## config.mk

```make
export PLATFORM = sky130hd
export DESIGN_NAME = legv8_control_unit_flat
export DESIGN_NICKNAME = d
export VERILOG_FILES = /design/src/rtl/legv8_ctrl_if.sv /design/src/rtl/legv8_control_unit.sv /design/src/flat_wrapper.sv
export SDC_FILE = /design/constraint.sdc
export NUM_CORES = 1
export LEC_CHECK = 0
export CORE_MARGIN = 4
export CORE_UTILIZATION = 36
export DETAILED_ROUTE_END_ITERATION = 8
export GPL_TIMING_DRIVEN = 1
export PLACE_DENSITY = 0.82
export SLEW_MARGIN = 0
export SYNTH_ARGS = -nofsm -noshare
export SYNTH_HDL_FRONTEND = slang
export SYNTH_SLANG_ARGS = --single-unit
```

## constraint.sdc

```tcl
create_clock -name clock -period 4.9 [get_ports clock]
set_input_delay 1.47 -clock clock [delete_from_list [all_inputs] [get_ports clock]]
set_output_delay 1.47 -clock clock [all_outputs]
set_load 0.03 [all_outputs]
```

## src/rtl/legv8_ctrl_if.sv

```systemverilog
// Control/status bus between the LEGv8 microsequencer and the datapath+memory.
// No handshake on this bus: ControlWord is valid every cycle, and IR/flags are sampled as plain level inputs.
interface legv8_ctrl_if;
  logic [31:0] IR;
  logic [3:0]  sr_flags;
  logic [3:0]  alu_flags;
  logic [39:0] ControlWord;

  modport master (input IR, sr_flags, alu_flags, output ControlWord);
  modport slave  (output IR, sr_flags, alu_flags, input ControlWord);
endinterface

```

## src/rtl/legv8_control_unit.sv

```systemverilog
// Multi-cycle LEGv8 microsequencer: fetch, decode, and sequence ALU/load/store/branch/halt
// by emitting a 40-bit ControlWord whose NS field feeds the state register.
module legv8_control_unit #(
  parameter logic [4:0] LINK_REG = 5'd30,
  parameter logic [4:0] ZERO_REG = 5'd31
) (
  input  logic         clock,
  input  logic         reset,
  legv8_ctrl_if.master bus,
  output logic [2:0]   state,
  output logic         halted,
  output logic         illegal
);

  localparam logic [2:0] S_FETCH0 = 3'b000;
  localparam logic [2:0] S_FETCH1 = 3'b001;
  localparam logic [2:0] S_EXEC   = 3'b010;
  localparam logic [2:0] S_LOAD1  = 3'b011;
  localparam logic [2:0] S_HALT   = 3'b111;

  localparam logic [4:0] FS_AND = 5'b00000;
  localparam logic [4:0] FS_OR  = 5'b00100;
  localparam logic [4:0] FS_ADD = 5'b01000;
  localparam logic [4:0] FS_SUB = 5'b01001;
  localparam logic [4:0] FS_XOR = 5'b01100;
  localparam logic [4:0] FS_LSL = 5'b10000;
  localparam logic [4:0] FS_LSR = 5'b10100;

  typedef struct packed {
    logic [2:0] cgs;
    logic [2:0] ns;
    logic       as_pc;
    logic [1:0] ds;
    logic [1:0] ps;
    logic       pc_sel;
    logic       b_sel;
    logic       il;
    logic       sl;
    logic [4:0] fs;
    logic       c0;
    logic [1:0] size;
    logic       mw;
    logic       rw;
    logic [4:0] da;
    logic [4:0] sa;
    logic [4:0] sb;
  } cw_t;

  cw_t        cw;
  logic [2:0] state_next;
  logic       illegal_next;
  logic       dec_illegal;
  logic       arith;
  logic       imm;

  logic [4:0] rd, rn, rm;
  assign rd = bus.IR[4:0];
  assign rn = bus.IR[9:5];
  assign rm = bus.IR[20:16];

  // Shift amount reaches the ALU through the CGS=000 constant path, and only Z of the live flags matters.
  logic unused_bits;
  assign unused_bits = ^{bus.IR[15:10], bus.alu_flags[3:1]};

  // Condition evaluation on registered flags {V,C,N,Z}; codes 1110/1111 are always true.
  function automatic logic cond_true(input logic [3:0] c, input logic [3:0] f);
    logic v, cf, n, z, r;
    {v, cf, n, z} = f;
    case (c[3:1])
      3'd0:    r = z;
      3'd1:    r = cf;
      3'd2:    r = n;
      3'd3:    r = v;
      3'd4:    r = cf & ~z;
      3'd5:    r = (n == v);
      3'd6:    r = ~z & (n == v);
      default: r = 1'b1;
    endcase
    if (c[0] && (c[3:1] != 3'd7)) r = ~r;
    return r;
  endfunction

  always_ff @(posedge clock or posedge reset) begin
    if (reset) begin
      state   <= S_FETCH0;
      illegal <= 1'b0;
    end else begin
      state   <= state_next;
      illegal <= illegal_next;
    end
  end

  always_comb begin
    state_next   = cw.ns;
    illegal_next = illegal;
    if (state == S_EXEC && dec_illegal) illegal_next = 1'b1;
    if (state[2] && state != S_HALT)    illegal_next = 1'b1;
  end

  always_comb begin
    cw          = '0;
    cw.da       = ZERO_REG;
    cw.sa       = ZERO_REG;
    cw.sb       = ZERO_REG;
    dec_illegal = 1'b0;
    arith       = 1'b0;
    imm         = 1'b0;
    case (state)
      S_FETCH0: begin
        cw.as_pc = 1'b1;
        cw.size  = 2'b10;
        cw.ns    = S_FETCH1;
      end
      S_FETCH1: begin
        cw.as_pc = 1'b1;
        cw.ds    = 2'b11;
        cw.il    = 1'b1;
        cw.ps    = 2'b01;
        cw.size  = 2'b10;
        cw.ns    = S_EXEC;
      end
      S_EXEC: begin
        cw.ns = S_FETCH0;
        casez (bus.IR[31:21])
          11'b10001011000: begin arith = 1'b1; cw.fs = FS_ADD; end
          11'b10101011000: begin arith = 1'b1; cw.fs = FS_ADD; cw.sl = 1'b1; end
          11'b11001011000: begin arith = 1'b1; cw.fs = FS_SUB; cw.c0 = 1'b1; end
          11'b11101011000: begin arith = 1'b1; cw.fs = FS_SUB; cw.c0 = 1'b1; cw.sl = 1'b1; end
          11'b10001010000: begin arith = 1'b1; cw.fs = FS_AND; end
          11'b10101010000: begin arith = 1'b1; cw.fs = FS_OR;  end
          11'b11001010000: begin arith = 1'b1; cw.fs = FS_XOR; end
          11'b1001000100?: begin arith = 1'b1; imm = 1'b1; cw.fs = FS_ADD; end
          11'b1101000100?: begin arith = 1'b1; imm = 1'b1; cw.fs = FS_SUB; cw.c0 = 1'b1; end
          11'b1001001000?: begin arith = 1'b1; imm = 1'b1; cw.fs = FS_AND; end
          11'b1011001000?: begin arith = 1'b1; imm = 1'b1; cw.fs = FS_OR;  end
          11'b11010011011: begin arith = 1'b1; imm = 1'b1; cw.fs = FS_LSL; end
          11'b11010011010: begin arith = 1'b1; imm = 1'b1; cw.fs = FS_LSR; end
          11'b110100101??: begin
            cw.b_sel = 1'b1;
            cw.cgs   = 3'b100;
            cw.fs    = FS_OR;
            cw.da    = rd;
            cw.rw    = 1'b1;
          end
          11'b11111000010: begin
            cw.sa    = rn;
            cw.b_sel = 1'b1;
            cw.cgs   = 3'b001;
            cw.fs    = FS_ADD;
            cw.size  = 2'b11;
            cw.ns    = S_LOAD1;
          end
          11'b11111000000: begin
            cw.sa    = rn;
            cw.sb    = rd;
            cw.b_sel = 1'b1;
            cw.cgs   = 3'b001;
            cw.fs    = FS_ADD;
            cw.ds    = 2'b01;
            cw.mw    = 1'b1;
            cw.size  = 2'b11;
          end
          11'b000101?????: begin cw.cgs = 3'b010; cw.ps = 2'b10; end
          // BL links the PC that FETCH1 already advanced.
          11'b100101?????: begin
            cw.cgs = 3'b010;
            cw.ps  = 2'b10;
            cw.ds  = 2'b10;
            cw.da  = LINK_REG;
            cw.rw  = 1'b1;
          end
          11'b11010110000: begin cw.sa = rn; cw.ps = 2'b11; cw.pc_sel = 1'b1; end
          11'b10110100???: begin
            cw.sa  = rd;
            cw.fs  = FS_OR;
            cw.cgs = 3'b011;
            cw.ps  = bus.alu_flags[0] ? 2'b10 : 2'b00;
          end
          11'b10110101???: begin
            cw.sa  = rd;
            cw.fs  = FS_OR;
            cw.cgs = 3'b011;
            cw.ps  = bus.alu_flags[0] ? 2'b00 : 2'b10;
          end
          11'b01010100???: begin
            cw.cgs = 3'b011;
            cw.ps  = cond_true(bus.IR[3:0], bus.sr_flags) ? 2'b10 : 2'b00;
          end
          11'b11010100010: cw.ns = S_HALT;
          default: begin
            cw.ns       = S_HALT;
            dec_illegal = 1'b1;
          end
        endcase
        if (arith) begin
          cw.sa = rn;
          cw.da = rd;
          cw.rw = 1'b1;
          if (imm) cw.b_sel = 1'b1;
          else     cw.sb    = rm;
        end
      end
      S_LOAD1: begin
        cw.sa    = rn;
        cw.b_sel = 1'b1;
        cw.cgs   = 3'b001;
        cw.fs    = FS_ADD;
        cw.ds    = 2'b11;
        cw.da    = rd;
        cw.rw    = 1'b1;
        cw.size  = 2'b11;
        cw.ns    = S_FETCH0;
      end
      default: cw.ns = S_HALT;
    endcase
    if (cw.da == ZERO_REG) cw.rw = 1'b0;
  end

  assign bus.ControlWord = cw;
  assign halted          = state[2];

endmodule
```

## src/flat_wrapper.sv

```systemverilog
// flat-port wrapper written by rule: the top's interface ports become plain ports
module legv8_control_unit_flat 
#(
  parameter logic [4:0] LINK_REG = 5'd30,
  parameter logic [4:0] ZERO_REG = 5'd31
)
  (clock, reset, state, halted, illegal, bus_IR, bus_sr_flags, bus_alu_flags, bus_ControlWord);
  legv8_ctrl_if bus_i ();
  input  logic clock;
  input  logic reset;
  output logic [2:0] state;
  output logic halted;
  output logic illegal;
  input wire logic [$bits(bus_i.IR)-1:0] bus_IR;
  input wire logic [$bits(bus_i.sr_flags)-1:0] bus_sr_flags;
  input wire logic [$bits(bus_i.alu_flags)-1:0] bus_alu_flags;
  output wire logic [$bits(bus_i.ControlWord)-1:0] bus_ControlWord;
  assign bus_i.IR = bus_IR;
  assign bus_i.sr_flags = bus_sr_flags;
  assign bus_i.alu_flags = bus_alu_flags;
  assign bus_ControlWord = bus_i.ControlWord;
  legv8_control_unit #(.LINK_REG(LINK_REG), .ZERO_REG(ZERO_REG)) u_core (.clock(clock), .reset(reset), .bus(bus_i), .state(state), .halted(halted), .illegal(illegal));
endmodule
```

==> flow_summary.toml, run 1 <==
[outcome]
status = "completed"

[setup_path]
start_kind = "input port"
path_cells = "dlygate4sd2_1 > buf_4 > and4b_1 > buf_4 > nand4_1 > a2111oi_4 > buf_4 > a31oi_1 > o22a_1 > buf_6"
critPathArrivalTime_ps = 3370
crit_buf_inv = 5
crit_top_cell = "buf_4"
critPathMaxFanout = 5
max_stage_delay_ps = 380
cp.required_ps = 3430
crit-reg2reg-capture = "u_core.illegal"
cp_slowest_cell = "a2111oi_4"
worstSetupPathType = "input port to primary output"
rrSetupSlack_ps = 3220
crit_path_start = "bus_IR[30]"
cp-end-kind = "primary output"
crit-reg2reg-launch = "u_core.state[2]"
r2r.worst_path.cells = 5
crit_family = "buffers and inverters"

[synthesis]
synth_seq_area_share = 0.0799
ys_types = 59
synth_edf_count = 0
postSynthCellCount = 187
yosysWarnings = 0
synth-seq-cells = 4
synth_nets = 229
syn_area_per_cell_um2 = 6.70
syn-cell-area_mm2 = 0.00125
async_flop_share = 1.00
ys.flop_type = "dfrtp_1"

[timing]
setup_viol = 0
hold_viol = 0
post-route-min-period_ps = 4840
fin_tns_setup_ps = 0
min_period_over_period = 0.989
max_freq_ghz = 0.206
slew_violations = 0
tightestPinTransition_ps = 580
relSlewSlack = 0.613
worst_clock_skew_ps = 1.65

[global_routing]
grt-ovfl-total = 0
antenna_found_initial = 0
track_usage = 0.248
grt_pass1_vias = 1897
grt_pass1_wl_mm = 8.71
grt_max_degree = 15

[clocking]
clkTransAtPathRegs_ps = 40
cts_root_buf = "clkbuf_4"
clock_latency_ps = 230
cts_tree = "yes"
hold_buffers = 0
numCtsBuffers = 3
clk_path_buf_depth = 2
cts_sinks = 4
h-tree-depth = 1

[place]
io_buffers = 76
dp_cells = 348
gp_congestion = 0.897
dp.final_hpwl_mm = 4.47
placed_area_mm2 = 0.00232

[final_layout]
drive_gt1_frac = 0.381
fill_cells = 280
postLayoutCellArea_mm2 = 0.00245
fin_cells = 353
most-common-layout-cells = "buf_4, clkdlybuf4s50_1, nor2_1, nand2_1"
final_common_cell = "buf_4"
syn2layout_area_growth_pct = 95.9
fin_nets = 351
n_antenna_cell = 0

[flow_run]
max-cap-violations = 0

[power_and_ir_drop]
powerDensity_mw_per_mm2 = 69.3
cellLeakagePower_nw = 1.02
ir_drop_uv = 104

[routing]
drc = 0
wl_per_cell_um = 16.1
antenna_left = 0
via_per_inst = 5.63
vias = 1987
drt_pre_antenna_iters = 4
wirelength_mm = 5.70
first_iter_violations = 115

[worst_hold_path]
hold_start = "u_core.illegal"
hold_class = "flip-flop to flip-flop"
whs_endpoint = "u_core.illegal"
hold_depth = 2

[floorplanning]
die_area_mm2 = 0.00449
fp-row-count = 21
dieWidth_um = 67.0
start_util = 0.375
pin_count = 87
core_area_mm2 = 0.00334
die_y_um = 67.0
flip-flops by register name, indices dropped and copies added, names as in the netlist:
register        cells
u_core.state        3
u_core.illegal      1
metrics by stage:
step / utilization / setup WS (ps) / hold slack, ps / power (mW)
floorplan: - / 277 / 635 / 0.0661
global placement: 0.696 / -534 / 464 / 0.123
detailed placement: 0.696 / -549 / 464 / 0.125
CTS: 0.721 / 1.84 / 477 / 0.169
global route: 0.735 / -68.3 / 518 / 0.182
finish: 0.735 / 55.7 / 470 / 0.170
how the worst max path moves through the flow:
stage          depth (start not counted)  slack (ps)             endpoint
6_report                              10          60   bus_ControlWord[5]
5_1_grt                               10         -70   bus_ControlWord[5]
3_3_place_gp                           7        -530  bus_ControlWord[12]
3_5_place_dp                           8        -550  bus_ControlWord[12]
2_1_floorplan                          4         280  bus_ControlWord[29]
4_1_cts                                8           2   bus_ControlWord[7]
area by class of cell:
| class | instances | area [um2] | area share |
|---|---|---|---|
| multi-input cells | 161 | 1150 | 0.469 |
| repair buffers | 128 | 1080 | 0.441 |
| flip-flops and latches | 4 | 100 | 0.0408 |
| well taps | 46 | 57.6 | 0.0235 |
| inverters | 11 | 41.3 | 0.0168 |
| clock buffers | 3 | 22.5 | 0.00918 |
cell families (layout without fill, tap and decap cells):
kind of cell | count (synthesis) | count (layout) | synth area share
XOR/XNOR | 3 | 3 | 0.0210
multiplexers | 1 | 1 | 0.0180
other | 1 | 1 | 0.00299
flip-flops | 4 | 4 | 0.0799
buffers and inverters | 22 | 142 | 0.0809
AO/OA/AOI/OAI | 57 | 57 | 0.336
AND/OR/NAND/NOR | 99 | 99 | 0.462
power breakdown:
group | total (mW) | internal (mW) | switching, mW
combinational | 0.0966 | 0.0538 | 0.0428
sequential | 0.0332 | 0.0332 | 0
clock | 0.0400 | 0.0273 | 0.0127
layer usage:
metal	global-route usage	wire, um	share of wire	up-vias
met5	0	0	0	-
li1	-	-	-	953
met3	0.0219	326	0.057	14
met1	0.326	2410	0.42	932
met2	0.421	2820	0.50	88
met4	0.0835	140	0.025	0
cells in the mapped netlist, types with 2 or more instances:
library cell  instances  area share
o22a_1                5       0.035
and2_1                6       0.030
nor3b_1               3       0.018
or2_2                 4       0.020
dfrtp_1               4       0.080
o31ai_1               4       0.024
nand3_1               7       0.028
and4_1                2       0.014
buf_4                 2       0.012
nand2b_1              6       0.030
nor2_1               21       0.063
o22ai_1               8       0.040
nor3_1                5       0.020
a21oi_1              11       0.044
nor4_1                3       0.015
inv_1                11       0.033
nand4_1               6       0.030
buf_2                 3       0.012
nor4bb_1              2       0.016
and4bb_2              2       0.020
clkbuf_1              5       0.015
o21ai_0               8       0.032
xnor2_1               2       0.014
nand2_1              16       0.048
nor2b_1               3       0.015
a31oi_1               5       0.025
tightest hold or removal path, stage by stage, from the launching register on:
cell,delay (ps)
dfrtp_1,330
a21oi_1,50
o41ai_1,50
what timing repair did:
| action | CTS | global route |
|---|---|---|
| gates resized for setup | 64 | 10 |
| pin swaps | 9 | 13 |
| buffers inserted | 1 | 2 |
| setup endpoints to repair | 24 | 12 |
Note: power is estimated with default switching activity, not from simulation.
==> run 2, diff against run 1 <==
Settings changed: CORE_MARGIN 4 to 2, PLACE_DENSITY 0.82 to not set, PLACE_DENSITY_LB_ADDON set to 0.12.
==> run 2 against run 1 <==
  * Clock skew shrank 0.99 ps
  * Total power rose by 0.34%
  * Non-clock buffer count decreased by 2
  * Utilization increased by 0.67 points
  * Final area increased by 0.92%
  * Wire length fell by 6.5%
  * Sequential share of layout area is essentially flat
  * Count of clock-buffer cells in the layout unchanged
  * Global-route usage rose by 0.20 points
  * Critical endpoint is now bus_ControlWord[30]
  * Largest cell class unchanged
==> flow_summary.toml, run 2 (same netlist as run 1, synthesis figures left out) <==
[setup_path]
critPathMaxFanout = 3
path_cells = "clkdlybuf4s50_1 > xnor2_2 > a211oi_1 > or4b_2 > o221a_2 > o22ai_2 > buf_4"
crit_path_end = "bus_ControlWord[30]"
crit-reg2reg-launch = "u_core.state[2]"
rrSetupSlack_ps = 3110
cp.required_ps = 3430
crit_path_start = "bus_sr_flags[1]"
start_kind = "input port"
r2r.worst_path.cells = 6
worstSetupPathType = "input port to primary output"
critPathArrivalTime_ps = 3380
crit-reg2reg-capture = "u_core.illegal"
max_stage_delay_ps = 650
cp_slowest_cell = "or4b_2"
cp-end-kind = "primary output"

[global_routing]
track_usage = 0.250
grt-ovfl-total = 0
grt_pass1_vias = 1724
antenna_found_initial = 0
grt_pass1_wl_mm = 8.11
grt_max_degree = 15

[final_layout]
largest_register = "u_core.state"
final_common_cell = "buf_4"
fill_cells = 283
most-common-layout-cells = "buf_4, clkdlybuf4s50_1, nor2_1, nand2_1"
top_regs = "u_core.state (3), u_core.illegal (1)"
fin_util = 0.742
drive_gt1_frac = 0.374
syn2layout_area_growth_pct = 97.7
largest_register_ffs = 3
seq_area_um2 = 100
postLayoutCellArea_mm2 = 0.00248
multiInputGateArea_mm2 = 0.00115
n_antenna_cell = 0
fin_nets = 349

[timing]
relSlewSlack = 0.600
min_period_over_period = 0.989
slew_violations = 0
setup_viol = 0
worst_clock_skew_ps = 0.651
tightestPinTransition_ps = 601
fin_tns_setup_ps = 0
rsz0062_at_grt = "false"
post-route-min-period_ps = 4850
max_freq_ghz = 0.206
hold_viol = 0

[floorplanning]
fp-row-count = 21
core_area_mm2 = 0.00334
die_area_mm2 = 0.00397
die_y_um = 63.0
pin_count = 87
start_util = 0.375
dieWidth_um = 63.0

[clocking]
clock_latency_ps = 230
numCtsBuffers = 3
cts_sinks = 4
h-tree-depth = 1
cts_tree = "yes"
clkTransAtPathRegs_ps = 30
clk_path_buf_depth = 2
cts_root_buf = "clkbuf_4"

[routing]
wl_per_cell_um = 15.2
drt_pre_antenna_iters = 4
vias = 1932
via_per_inst = 5.50
antenna_left = 0
first_iter_violations = 112
drc = 0
wirelength_mm = 5.33

[power_and_ir_drop]
cellLeakagePower_nw = 1.04
powerDensity_mw_per_mm2 = 68.9
ir_drop_uv = 106

[place]
gp_congestion = 0.936
dp.final_hpwl_mm = 4.14
placed_area_mm2 = 0.00231
io_buffers = 76

[worst_hold_path]
hold_class = "flip-flop to flip-flop"

[flow_run]
max-cap-violations = 0

[outcome]
status = "completed"
run 2: changes by cell type in the layout (fill, tap and decap cells not counted), moves of 2 or more:
cell | previous run | this run
buf_4 | 76 | 68
dlymetal6s2s_1 | 3 | 8
buf_6 | 4 | 8
clkdlybuf4s50_1 | 30 | 26
dlygate4sd2_1 | 8 | 4
clkbuf_2 | 0 | 2
clkdlybuf4s15_2 | 2 | 4
nor4_2 | 3 | 1
run 2: routing by layer:
| layer | up-vias | wire length [um] | track usage |
|---|---|---|---|
| met3 | 4 | 306 | 0.00901 |
| met4 | 0 | 36 | 0.0500 |
| met5 | - | 0 | 0 |
| met2 | 84 | 2570 | 0.414 |
| li1 | 952 | - | - |
| met1 | 892 | 2420 | 0.361 |
run 2: stage by stage:
stage | total power, mW | hold WS [ps] | setup slack [ps] | cells
final | 0.170 | 473 | 54.1 | 351
after global routing | 0.181 | 501 | 1.54 | 351
after CTS | 0.166 | 479 | -0.239 | 350
after detailed placement | 0.124 | 467 | -516 | 346
after global placement | 0.123 | 467 | -509 | 346
after floorplan | 0.0661 | 635 | 277 | 187
run 2: how the worst min path moves through the flow:
stage                        start              to  cells after the start
detailed placement  u_core.illegal  u_core.illegal                      2
global placement    u_core.illegal  u_core.illegal                      2
global route        u_core.illegal  u_core.illegal                      2
floorplan           u_core.illegal  u_core.illegal                      2
finish              u_core.illegal  u_core.illegal                      2
CTS                 u_core.illegal  u_core.illegal                      2
run 2: what timing repair did:
action / 4_1_cts / 5_1_grt
pin swaps: 12 / 12
endpoints found under the setup margin: 23 / 17
buffers inserted: 1 / 3
hold buffers: 0 / 0
resized for setup: 49 / 26
run 2: final cells by class:
cell class | count | share of cell area
Sequential cell | 4 | 0.0404
Tap cell | 46 | 0.0232
Multi-Input combinational cell | 161 | 0.466
Clock buffer | 3 | 0.00910
Timing Repair Buffer | 126 | 0.444
Inverter | 11 | 0.0167
run 2: worst max-delay path, delay by kind of cell:
family                 cells  cell delay [ps]
AO/OA/AOI/OAI              3              370
XOR/XNOR                   1              250
buffers and inverters      2              640
AND/OR/NAND/NOR            1              650
run 2: power by group:
group          switching [mW]  internal [mW]
clock network          0.0124         0.0273
logic                  0.0427         0.0549
registers                   0         0.0332
